**src/rtl/calc_input_sequencer_if.sv**
```systemverilog
// ALU-side bus of the calculator input sequencer: registered operands/opcode out,
// combinational result and flags back.
interface calc_input_sequencer_if;
    logic [3:0] alu_a;
    logic [3:0] alu_b;
    logic [3:0] alu_op;
    logic [7:0] alu_result;
    logic [3:0] alu_flags;   // [carry, negative, overflow, zero]

    modport master (
        output alu_a,
        output alu_b,
        output alu_op,
        input  alu_result,
        input  alu_flags
    );

    modport slave (
        input  alu_a,
        input  alu_b,
        input  alu_op,
        output alu_result,
        output alu_flags
    );
endinterface

```
**src/rtl/calc_input_sequencer.sv**
```systemverilog
// Operator front end of the 4-bit calculator: key debounce, A/B/opcode entry FSM,
// and latching of the ALU result and flags for the display.
module calc_input_sequencer #(
    parameter int DEBOUNCE_CYCLES = 50000,
    parameter int CNT_W           = 16
) (
    input  logic                   clk,
    input  logic                   rst_n,
    input  logic [3:0]             sw,
    input  logic                   key_enter_n,
    input  logic                   key_clear_n,
    calc_input_sequencer_if.master alu,
    output logic [7:0]             result_q,
    output logic [3:0]             flags_q,
    output logic                   result_valid,
    output logic                   op_err,
    output logic [2:0]             state_o
);

    typedef enum logic [2:0] {
        GET_A  = 3'd0,
        GET_B  = 3'd1,
        GET_OP = 3'd2,
        EXEC   = 3'd3,
        SHOW   = 3'd4
    } state_t;

    localparam int KEY_ENTER = 0;
    localparam int KEY_CLEAR = 1;
    localparam logic [CNT_W-1:0] CNT_LAST = CNT_W'(DEBOUNCE_CYCLES - 1);
    localparam logic [3:0] OP_FIRST_LEGAL = 4'b0110;

    logic [3:0]       sw_meta;
    logic [3:0]       sw_s;
    logic [1:0]       key_meta;
    logic [1:0]       key_sync;
    logic [1:0]       key_stable;
    logic [1:0]       key_fall;
    logic [CNT_W-1:0] deb_cnt [2];

    state_t     state;
    logic [3:0] a_q;
    logic [3:0] b_q;
    logic [3:0] op_q;

    logic enter_p;
    logic clr_p;

    assign enter_p = key_fall[KEY_ENTER];
    assign clr_p   = key_fall[KEY_CLEAR];

    // Two-flop synchronizers; keys idle high so they reset to 1 to avoid a fake press.
    // NOTE: sequential state always uses non-blocking (<=) so every flop samples pre-edge values.
    always_ff @(posedge clk or negedge rst_n) begin
        if (!rst_n) begin
            sw_meta  <= '0;
            sw_s     <= '0;
            key_meta <= 2'b11;
            key_sync <= 2'b11;
        end else begin
            sw_meta  <= sw;
            sw_s     <= sw_meta;
            key_meta <= {key_clear_n, key_enter_n};
            key_sync <= key_meta;
        end
    end

    // Per-key debounce: the level must differ from the stable value for DEBOUNCE_CYCLES
    // consecutive cycles before it is accepted; a 1->0 acceptance emits a one-cycle pulse.
    // NOTE: the two-entry counter array is a register file of flops, so it is reset like any
    // other state; a large RAM-style memory would normally be left out of the reset.
    always_ff @(posedge clk or negedge rst_n) begin
        if (!rst_n) begin
            key_stable <= 2'b11;
            key_fall   <= 2'b00;
            for (int k = 0; k < 2; k++) begin
                deb_cnt[k] <= '0;
            end
        end else begin
            key_fall <= 2'b00;
            for (int k = 0; k < 2; k++) begin
                if (key_sync[k] != key_stable[k]) begin
                    if (deb_cnt[k] == CNT_LAST) begin
                        key_stable[k] <= key_sync[k];
                        key_fall[k]   <= key_stable[k];
                        deb_cnt[k]    <= '0;
                    end else begin
                        deb_cnt[k] <= deb_cnt[k] + 1'b1;
                    end
                end else begin
                    deb_cnt[k] <= '0;
                end
            end
        end
    end

    // Entry sequencer; CLEAR outranks ENTER in every state.
    always_ff @(posedge clk or negedge rst_n) begin
        if (!rst_n) begin
            state        <= GET_A;
            a_q          <= '0;
            b_q          <= '0;
            op_q         <= '0;
            result_q     <= '0;
            flags_q      <= '0;
            result_valid <= 1'b0;
            op_err       <= 1'b0;
        end else if (clr_p) begin
            state        <= GET_A;
            a_q          <= '0;
            b_q          <= '0;
            op_q         <= '0;
            result_q     <= '0;
            flags_q      <= '0;
            result_valid <= 1'b0;
            op_err       <= 1'b0;
        end else begin
            case (state)
                GET_A: begin
                    if (enter_p) begin
                        a_q   <= sw_s;
                        state <= GET_B;
                    end
                end
                GET_B: begin
                    if (enter_p) begin
                        b_q   <= sw_s;
                        state <= GET_OP;
                    end
                end
                GET_OP: begin
                    if (enter_p) begin
                        if (sw_s >= OP_FIRST_LEGAL) begin
                            op_q   <= sw_s;
                            op_err <= 1'b0;
                            state  <= EXEC;
                        end else begin
                            op_err <= 1'b1;
                        end
                    end
                end
                EXEC: begin
                    // Operands have been stable on the ALU for this whole cycle.
                    result_q     <= alu.alu_result;
                    flags_q      <= alu.alu_flags;
                    result_valid <= 1'b1;
                    state        <= SHOW;
                end
                SHOW: begin
                    if (enter_p) begin
                        result_valid <= 1'b0;
                        a_q          <= '0;
                        b_q          <= '0;
                        op_q         <= '0;
                        state        <= GET_A;
                    end
                end
                default: state <= GET_A;
            endcase
        end
    end

    assign alu.alu_a  = a_q;
    assign alu.alu_b  = b_q;
    assign alu.alu_op = op_q;
    assign state_o    = state;

endmodule

```
**src/flat_wrapper.sv**
```systemverilog
// flat-port wrapper written by rule: the top's interface ports become plain ports
module calc_input_sequencer_flat 
#(
    parameter int DEBOUNCE_CYCLES = 50000,
    parameter int CNT_W           = 16
)
  (clk, rst_n, sw, key_enter_n, key_clear_n, result_q, flags_q, result_valid, op_err, state_o, alu_alu_a, alu_alu_b, alu_alu_op, alu_alu_result, alu_alu_flags);
  calc_input_sequencer_if alu_i ();
  input  logic clk;
  input  logic rst_n;
  input  logic [3:0] sw;
  input  logic key_enter_n;
  input  logic key_clear_n;
  output logic [7:0] result_q;
  output logic [3:0] flags_q;
  output logic result_valid;
  output logic op_err;
  output logic [2:0] state_o;
  output wire logic [$bits(alu_i.alu_a)-1:0] alu_alu_a;
  output wire logic [$bits(alu_i.alu_b)-1:0] alu_alu_b;
  output wire logic [$bits(alu_i.alu_op)-1:0] alu_alu_op;
  input wire logic [$bits(alu_i.alu_result)-1:0] alu_alu_result;
  input wire logic [$bits(alu_i.alu_flags)-1:0] alu_alu_flags;
  assign alu_alu_a = alu_i.alu_a;
  assign alu_alu_b = alu_i.alu_b;
  assign alu_alu_op = alu_i.alu_op;
  assign alu_i.alu_result = alu_alu_result;
  assign alu_i.alu_flags = alu_alu_flags;
  calc_input_sequencer #(.DEBOUNCE_CYCLES(DEBOUNCE_CYCLES), .CNT_W(CNT_W)) u_core (.clk(clk), .rst_n(rst_n), .sw(sw), .key_enter_n(key_enter_n), .key_clear_n(key_clear_n), .alu(alu_i), .result_q(result_q), .flags_q(flags_q), .result_valid(result_valid), .op_err(op_err), .state_o(state_o));
endmodule
```
**config.mk**
```make
export PLATFORM = sky130hd
export DESIGN_NAME = calc_input_sequencer_flat
export DESIGN_NICKNAME = d
export VERILOG_FILES = /design/src/rtl/calc_input_sequencer_if.sv /design/src/rtl/calc_input_sequencer.sv /design/src/flat_wrapper.sv
export SDC_FILE = /design/constraint.sdc
export NUM_CORES = 1
export LEC_CHECK = 0
export BUFFER_PORTS_ARGS = -buffer_cell sky130_fd_sc_hd__buf_2
export CAP_MARGIN = 20
export CORE_AREA = 3 3 90 92
export CTS_BUF_LIST = sky130_fd_sc_hd__clkbuf_8 sky130_fd_sc_hd__clkbuf_16
export CTS_CLUSTER_DIAMETER = 200
export CTS_CLUSTER_SIZE = 30
export DETAILED_ROUTE_END_ITERATION = 8
export DIE_AREA = 0 0 93 95
export GPL_TIMING_DRIVEN = 1
export PLACE_DENSITY = 0.73
export SETUP_SLACK_MARGIN = 0.5
export SLEW_MARGIN = 20
export SYNTH_ARGS = -nofsm -noshare
export SYNTH_HDL_FRONTEND = slang
export SYNTH_SLANG_ARGS = --single-unit
```
**constraint.sdc**
```tcl
create_clock -name clk -period 1.7 [get_ports clk]
set_input_delay 0.17 -clock clk [delete_from_list [all_inputs] [get_ports clk]]
set_output_delay 0.17 -clock clk [all_outputs]
set_load 0.02 [all_outputs]
```
==> reports/qor.txt, run 1 <==
largest net degree at the start of global routing: 44
Yosys reg bits: 77
clock latency on the worst-skew pair: 360 ps
max_cap viols: 0
switching power of the nets: 0.777 mW
status: finished, final reports clean
Netlist Area Pre-Place: 3290 um2
total power: 3.35 mW
Leakage Power: 2.33 nW
H-tree depth: 3
wire per inst: 18.3 um
Fin Setup TNS: 0 ps
count of input and output buffers: 48
Rel. slew slack: 0.626
Syn Inst Count: 277
CTS Buf Count: 9
gpl congestion: 0.750
Worst Skew: 9.44 ps
Net Sw Frac: 0.232
crit path DAT: 1790 ps
Reg2Reg Depth: 4
CP Capture Type: register
row count: 31
die height: 95 um
Synth cell types: 38
placed insts: 423
reg-to-reg critical path startpoint: u_core.deb_cnt[13]
synthesis-to-layout area growth: 50.8%
antenna violations before repair: 0
crit start category: register
Die X: 93 um
number of global-route vias before repair: 2547
Final Setup Violations: 0
sequential share of power: 0.563
launch point of the worst path: u_core.deb_cnt[13]
clock tree buffer depth: 2
Post-Route WL: 9080 um
layout cells sized above 1: 0.577
RSZ-0062 raised after global routing: yes
Mapped Nets: 299
CP Data Required Time: 1980 ps
post-synthesis sequential area ratio: 0.588
die area: 8840 um2
Starting Density: 0.451
Post-synth EDFFs: 0
I/O pin cnt: 49
pwr/cell area: 676 nW/um2
Slew @ Worst Pin: 561 ps
r2r setup slk: 190 ps
clk sinks: 77
CP endpoint: u_core.key_stable[1]
Avg Vias per Cell: 5.39
clock root buffer: clkbuf_8
fin crit period: 1510 ps
fmax: 661 MHz
clock share of power: 0.382
grt ovf: 0
core footprint: 7290 um2
DRT Pass-1 Iters: 4
CTS tree: built
fin util: 0.680
final HPWL from detailed placement: 4030 um
Min-Delay Path Class: input port to register
Synth async-reset ratio: 1.00
crit path max fanout: 4
antenna viol nets, final: 0
WHS: 28.6 ps
Tcrit/Tclk final: 0.889
ant diodes: 0
# DRC: 0
Starting DRT DRC Count: 159
Yosys warnings: 0
Fin. Hold Viols: 0
Peak VDD IR: 378 uV
r2r endpoint: u_core.key_stable[1]
first-pass GRT wire length: 12100 um
Max Slew Vio Count: 0
Final Net Count: 415
synthesized area per cell: 11.9 um2
hold_sp: alu_alu_result[4]
Logic pwr share: 0.055
critical path type: register to register
via count: 2675
Non-Filler Instances: 496
Total GRT Usage: 0.176
P_int: 2.58 mW
Reg clk slew, reported paths: 80 ps
main flop type after synthesis: dfrtp_1
-- stage by stage --
stage / cell area [um2] / worst slack (ps)
floorplan: 3340 / 274
global placement: 3710 / 153
detailed placement: 3710 / 94.3
CTS: 4470 / 264
finish: 4960 / 188
global route: 4960 / 162
-- registers in the layout, summed over array words and instances (netlist names), 3 cells and up --
register	flops
u_core.deb_cnt	32
u_core.state_o	3
u_core.sw_meta	4
u_core.alu.alu_op	4
u_core.result_q	8
u_core.alu.alu_a	4
u_core.sw_s	4
u_core.flags_q	4
u_core.alu.alu_b	4
-- metal layers --
layer / track usage / routed length (um)
met1: 0.216 / 3550
met2: 0.296 / 4860
met4: 0.0696 / 195
met3: 0.0462 / 465
met5: 0 / 0
-- timing repair --
| action | in CTS | in global routing |
|---|---|---|
| pin swaps | 19 | 20 |
| hold buffers | 7 | 0 |
| endpoints found under the hold margin | 41 | 0 |
| setup buffers | 28 | 19 |
| gates cloned | 2 | 2 |
| setup endpoints to repair | 60 | 64 |
| gates resized for setup | 66 | 66 |
-- cell type report --
class	instances	area, um2
clock buffer	12	165
clock inverter	3	12.5
fill	468	2330
inverter	8	35.0
multi-input combinational	188	1850
sequential	77	1950
tap	99	124
timing repair buffer	109	818
-- worst max-delay path: stages, from the launching register on --
cell	delay [ps]
dfrtp_1	450
nor4b_2	330
nand4_1	190
buf_6	180
mux2_4	290
-- power groups by stage --
stage | Sequential, mW | Combinational, mW | Clock (mW)
CTS | 1.88 | 0.165 | 1.27
floorplan | 1.91 | 0.0408 | 0
finish | 1.89 | 0.185 | 1.28
global route | 1.89 | 0.208 | 1.38
global placement | 1.92 | 0.110 | 0
detailed placement | 1.92 | 0.113 | 0
-- cells by family (layout without fill, tap and decap cells) --
group | after synthesis | after routing | synth area share
buffers and inverters | 15 | 132 | 0.0221
XOR/XNOR | 31 | 31 | 0.0826
flip-flops | 77 | 77 | 0.588
adder cells (fa/ha/maj) | 2 | 2 | 0.00761
AND/OR/NAND/NOR | 115 | 118 | 0.202
AO/OA/AOI/OAI | 23 | 23 | 0.0491
multiplexers | 14 | 14 | 0.0479
-- placed cells by master, fill, tap and decap left out, drive strengths merged --
cell type    count
dlygate4sd3      7
nor2            38
nand2            9
clkbuf          12
and3             3
and2             5
nor3b            5
nor4bb           2
nor2b            7
nand4            8
mux2            14
buf            102
xor2             7
ha               2
nand3           16
nand2b           2
inv             10
nor3            11
clkinv           1
and4bb           1
and4b            1
a21oi            8
a22o            12
dfrtp           71
xnor2           24
nor4b            1
a31oi            1
nor4             9
dfstp            6
o21ai            2
-- cell usage after synthesis, types with 2 or more instances --
library cell | n | area (um2)
a22o_1 | 12 | 105
nand2b_1 | 2 | 12.5
a21oi_1 | 8 | 40.0
nor2_1 | 35 | 131
buf_2 | 4 | 20.0
mux2_2 | 14 | 158
and2_1 | 5 | 31.3
and3_1 | 3 | 18.8
nor4_2 | 2 | 25.0
nand4_1 | 5 | 31.3
nand3_1 | 12 | 60.1
dfrtp_1 | 71 | 1780
inv_1 | 8 | 30.0
xnor2_1 | 24 | 210
nor3b_1 | 5 | 37.5
nor4_1 | 7 | 43.8
nand4_2 | 2 | 25.0
nor2_2 | 2 | 12.5
nand2_1 | 7 | 26.3
ha_1 | 2 | 25.0
nand3_2 | 3 | 30.0
nor2b_1 | 6 | 37.5
xor2_1 | 7 | 61.3
nor4bb_1 | 2 | 20.0
dfstp_2 | 6 | 158
nor3_1 | 11 | 55.1
-- worst min-delay path by stage --
| stage | end | slack (ps) | depth (start not counted) |
|---|---|---|---|
| floorplan | u_core.alu.alu_a[0] | -130 | 0 |
| global placement | u_core.alu.alu_op[3] | 190 | 1 |
| detailed placement | u_core.alu.alu_op[3] | 200 | 1 |
| CTS | u_core.result_q[5] | 30 | 2 |
| global route | u_core.result_q[4] | 30 | 2 |
| finish | u_core.result_q[4] | 30 | 2 |
No activity file was read; power rests on OpenSTA's default activity.
==> run 2: changes to the inputs <==
Settings changed: GPL_TIMING_DRIVEN 1 to 0.
==> run 2 against run 1 <==
Effect of this change: via count shrank 5.9%; clock skew is essentially flat; die area is the same; routed wire length shrank 16%; fmax grew 2.6%; clock power grew 7%; first-iteration DRC count shrank 19%; power grew 2.0%; combinational power shrank 9%; critical endpoint is now u_core.alu.alu_b[2].
==> reports/qor.txt, run 2 (same netlist as run 1, synthesis figures left out) <==
status: finished, final reports clean
Rel. slew slack: 0.667 (+0.0405)
ant diodes: 0 (unchanged)
fmax: 679 MHz (+2.6%)
r2r setup slk: 230 ps (+40 ps)
CP Capture Type: register
WHS: 28.5 ps (-0.0367 ps)
Reg clk slew, reported paths: 90 ps (about the same)
gpl congestion: 0.798 (+6.3%)
antenna violations before repair: 0 (unchanged)
clk sinks: 77 (unchanged)
switching power of the nets: 0.808 mW (+4.0%)
Final Net Count: 403 (-2.9%)
clock share of power: 0.400 (+0.018)
DRT Pass-1 Iters: 4 (unchanged)
RSZ-0062 raised after global routing: yes
P_int: 2.61 mW (+1.3%)
critical path type: register to register
crit start category: register
via count: 2518 (-5.9%)
core footprint: 7290 um2 (unchanged)
antenna viol nets, final: 0 (unchanged)
Tcrit/Tclk final: 0.867 (-0.0227)
commonest non-fill, non-tap cell in the layout: dfrtp_1
crit path max fanout: 5 (+1)
Final Setup Violations: 0 (unchanged)
final HPWL from detailed placement: 3940 um (-2.3%)
commonest non-fill, non-tap cells in the layout: dfrtp_1 (59), buf_2 (46), buf_4 (26), xnor2_1 (24), nor2_1 (21)
clock root buffer: clkbuf_8
total power: 3.42 mW (+2.0%)
first-pass GRT wire length: 11500 um (-5.5%)
max_cap viols: 0 (unchanged)
pwr/cell area: 731 nW/um2 (+8.1%)
top flop regs: u_core.deb_cnt x32, u_core.result_q x8
# DRC: 0 (unchanged)
Starting Density: 0.451 (unchanged)
synthesis-to-layout area growth: 42.3%
reg-to-reg critical path startpoint: u_core.state_o[0]
layout cells sized above 1: 0.525 (-0.0522)
Min-Delay Path Class: input port to register
Post-Route WL: 7660 um (-16%)
fin crit period: 1470 ps (-38.6 ps)
H-tree depth: 3 (unchanged)
grt ovf: 0 (unchanged)
crit path DAT: 1710 ps (-80 ps)
Net Sw Frac: 0.236 (+0.00471)
number of global-route vias before repair: 2475 (-2.8%)
CP Data Required Time: 1940 ps (-40 ps)
Starting DRT DRC Count: 129 (-19%)
Fin Setup TNS: 0 ps (unchanged)
r2r endpoint: u_core.alu.alu_b[2]
clock tree buffer depth: 2 (unchanged)
Avg Vias per Cell: 5.20 (-3.5%)
CTS Buf Count: 9 (unchanged)
Final Instance Area: 4680 um2 (-5.7%)
row count: 31 (unchanged)
die height: 95 um (unchanged)
Die X: 93 um (unchanged)
die area: 8840 um2 (unchanged)
clock latency on the worst-skew pair: 350 ps (about the same)
wire per inst: 15.8 um (-14%)
max FFs per register: 32 (unchanged)
DP Area: 3730 um2 (+0.61%)
Fin. Hold Viols: 0 (unchanged)
Peak VDD IR: 360 uV (-5.0%)
Total GRT Usage: 0.164 (-0.0118)
Hold EP: u_core.flags_q[0]
Worst Skew: 9.17 ps (-0.270 ps)
hold_sp: alu_alu_flags[0]
Slew @ Worst Pin: 500 ps (-60.8 ps)
worst hold path stage count: 2 (unchanged)
count of input and output buffers: 48 (unchanged)
largest net degree at the start of global routing: 40 (-9.1%)
Largest Register: u_core.deb_cnt
Logic pwr share: 0.049 (-0.006)
Reg2Reg Depth: 5 (+1)
CTS tree: built
Max Slew Vio Count: 0 (unchanged)
fin util: 0.642 (-0.0384)
sequential share of power: 0.551 (-0.012)
I/O pin cnt: 49 (unchanged)
Leakage Power: 2.15 nW (-7.7%)
run 2: timing repair:
| action | in CTS | in global routing |
|---|---|---|
| endpoints found under the setup margin | 58 | 63 |
| buffers inserted | 25 | 8 |
| gates cloned | 4 | 0 |
| hold buffers | 7 | 0 |
| endpoints found under the hold margin | 41 | 0 |
| pin swaps | 13 | 17 |
| gates resized for setup | 44 | 57 |
run 2: power by group through the flow:
stage	clock network [mW]	logic [mW]	registers, mW
2_1_floorplan	0	0.0408	1.91
3_3_place_gp	0	0.106	1.92
3_5_place_dp	0	0.113	1.92
4_1_cts	1.36	0.155	1.88
5_1_grt	1.46	0.190	1.89
6_report	1.37	0.169	1.88
run 2: worst max path at each step:
stage,from,to,slack [ps]
final,u_core.state_o[0],u_core.alu.alu_b[2],230
after global routing,u_core.state_o[0],u_core.alu.alu_b[1],190
after CTS,u_core.state_o[0],u_core.alu.alu_b[3],250
after detailed placement,u_core.deb_cnt[0],u_core.deb_cnt[0],90
after global placement,rst_n,u_core.state_o[2],-150
after floorplan,u_core.state_o[0],u_core.alu.alu_b[0],270
run 2: area by class of cell:
cell class              count  area (um2)
well taps                  99         124
clock buffers               9         124
clock inverters             6        65.1
flip-flops and latches     77        1950
fillers                   505        2610
multi-input cells         185        1640
plain buffers               7        72.6
inverters                   8        32.5
repair buffers             93         671
run 2: worst max-delay path, cell delays in order (launching register included):
cell and delay, ps:
dfrtp_2 420, buf_6 150, xor2_2 170, a31oi_2 170
buf_6 150, mux2_4 300
run 2: metrics by stage:
stage               worst slack, ps  cells
floorplan                       274    277
global placement               -149    424
detailed placement             88.9    425
CTS                             247    476
global route                    195    484
finish                          226    484
run 2: per-layer routing:
metal / up-vias / GRT usage / wire length (um)
met1: 1255 / 0.210 / 3210
met3: 11 / 0.0319 / 383
li1: 1169 / - / -
met2: 83 / 0.266 / 3970
met4: 0 / 0.0830 / 97
met5: - / 0 / 0
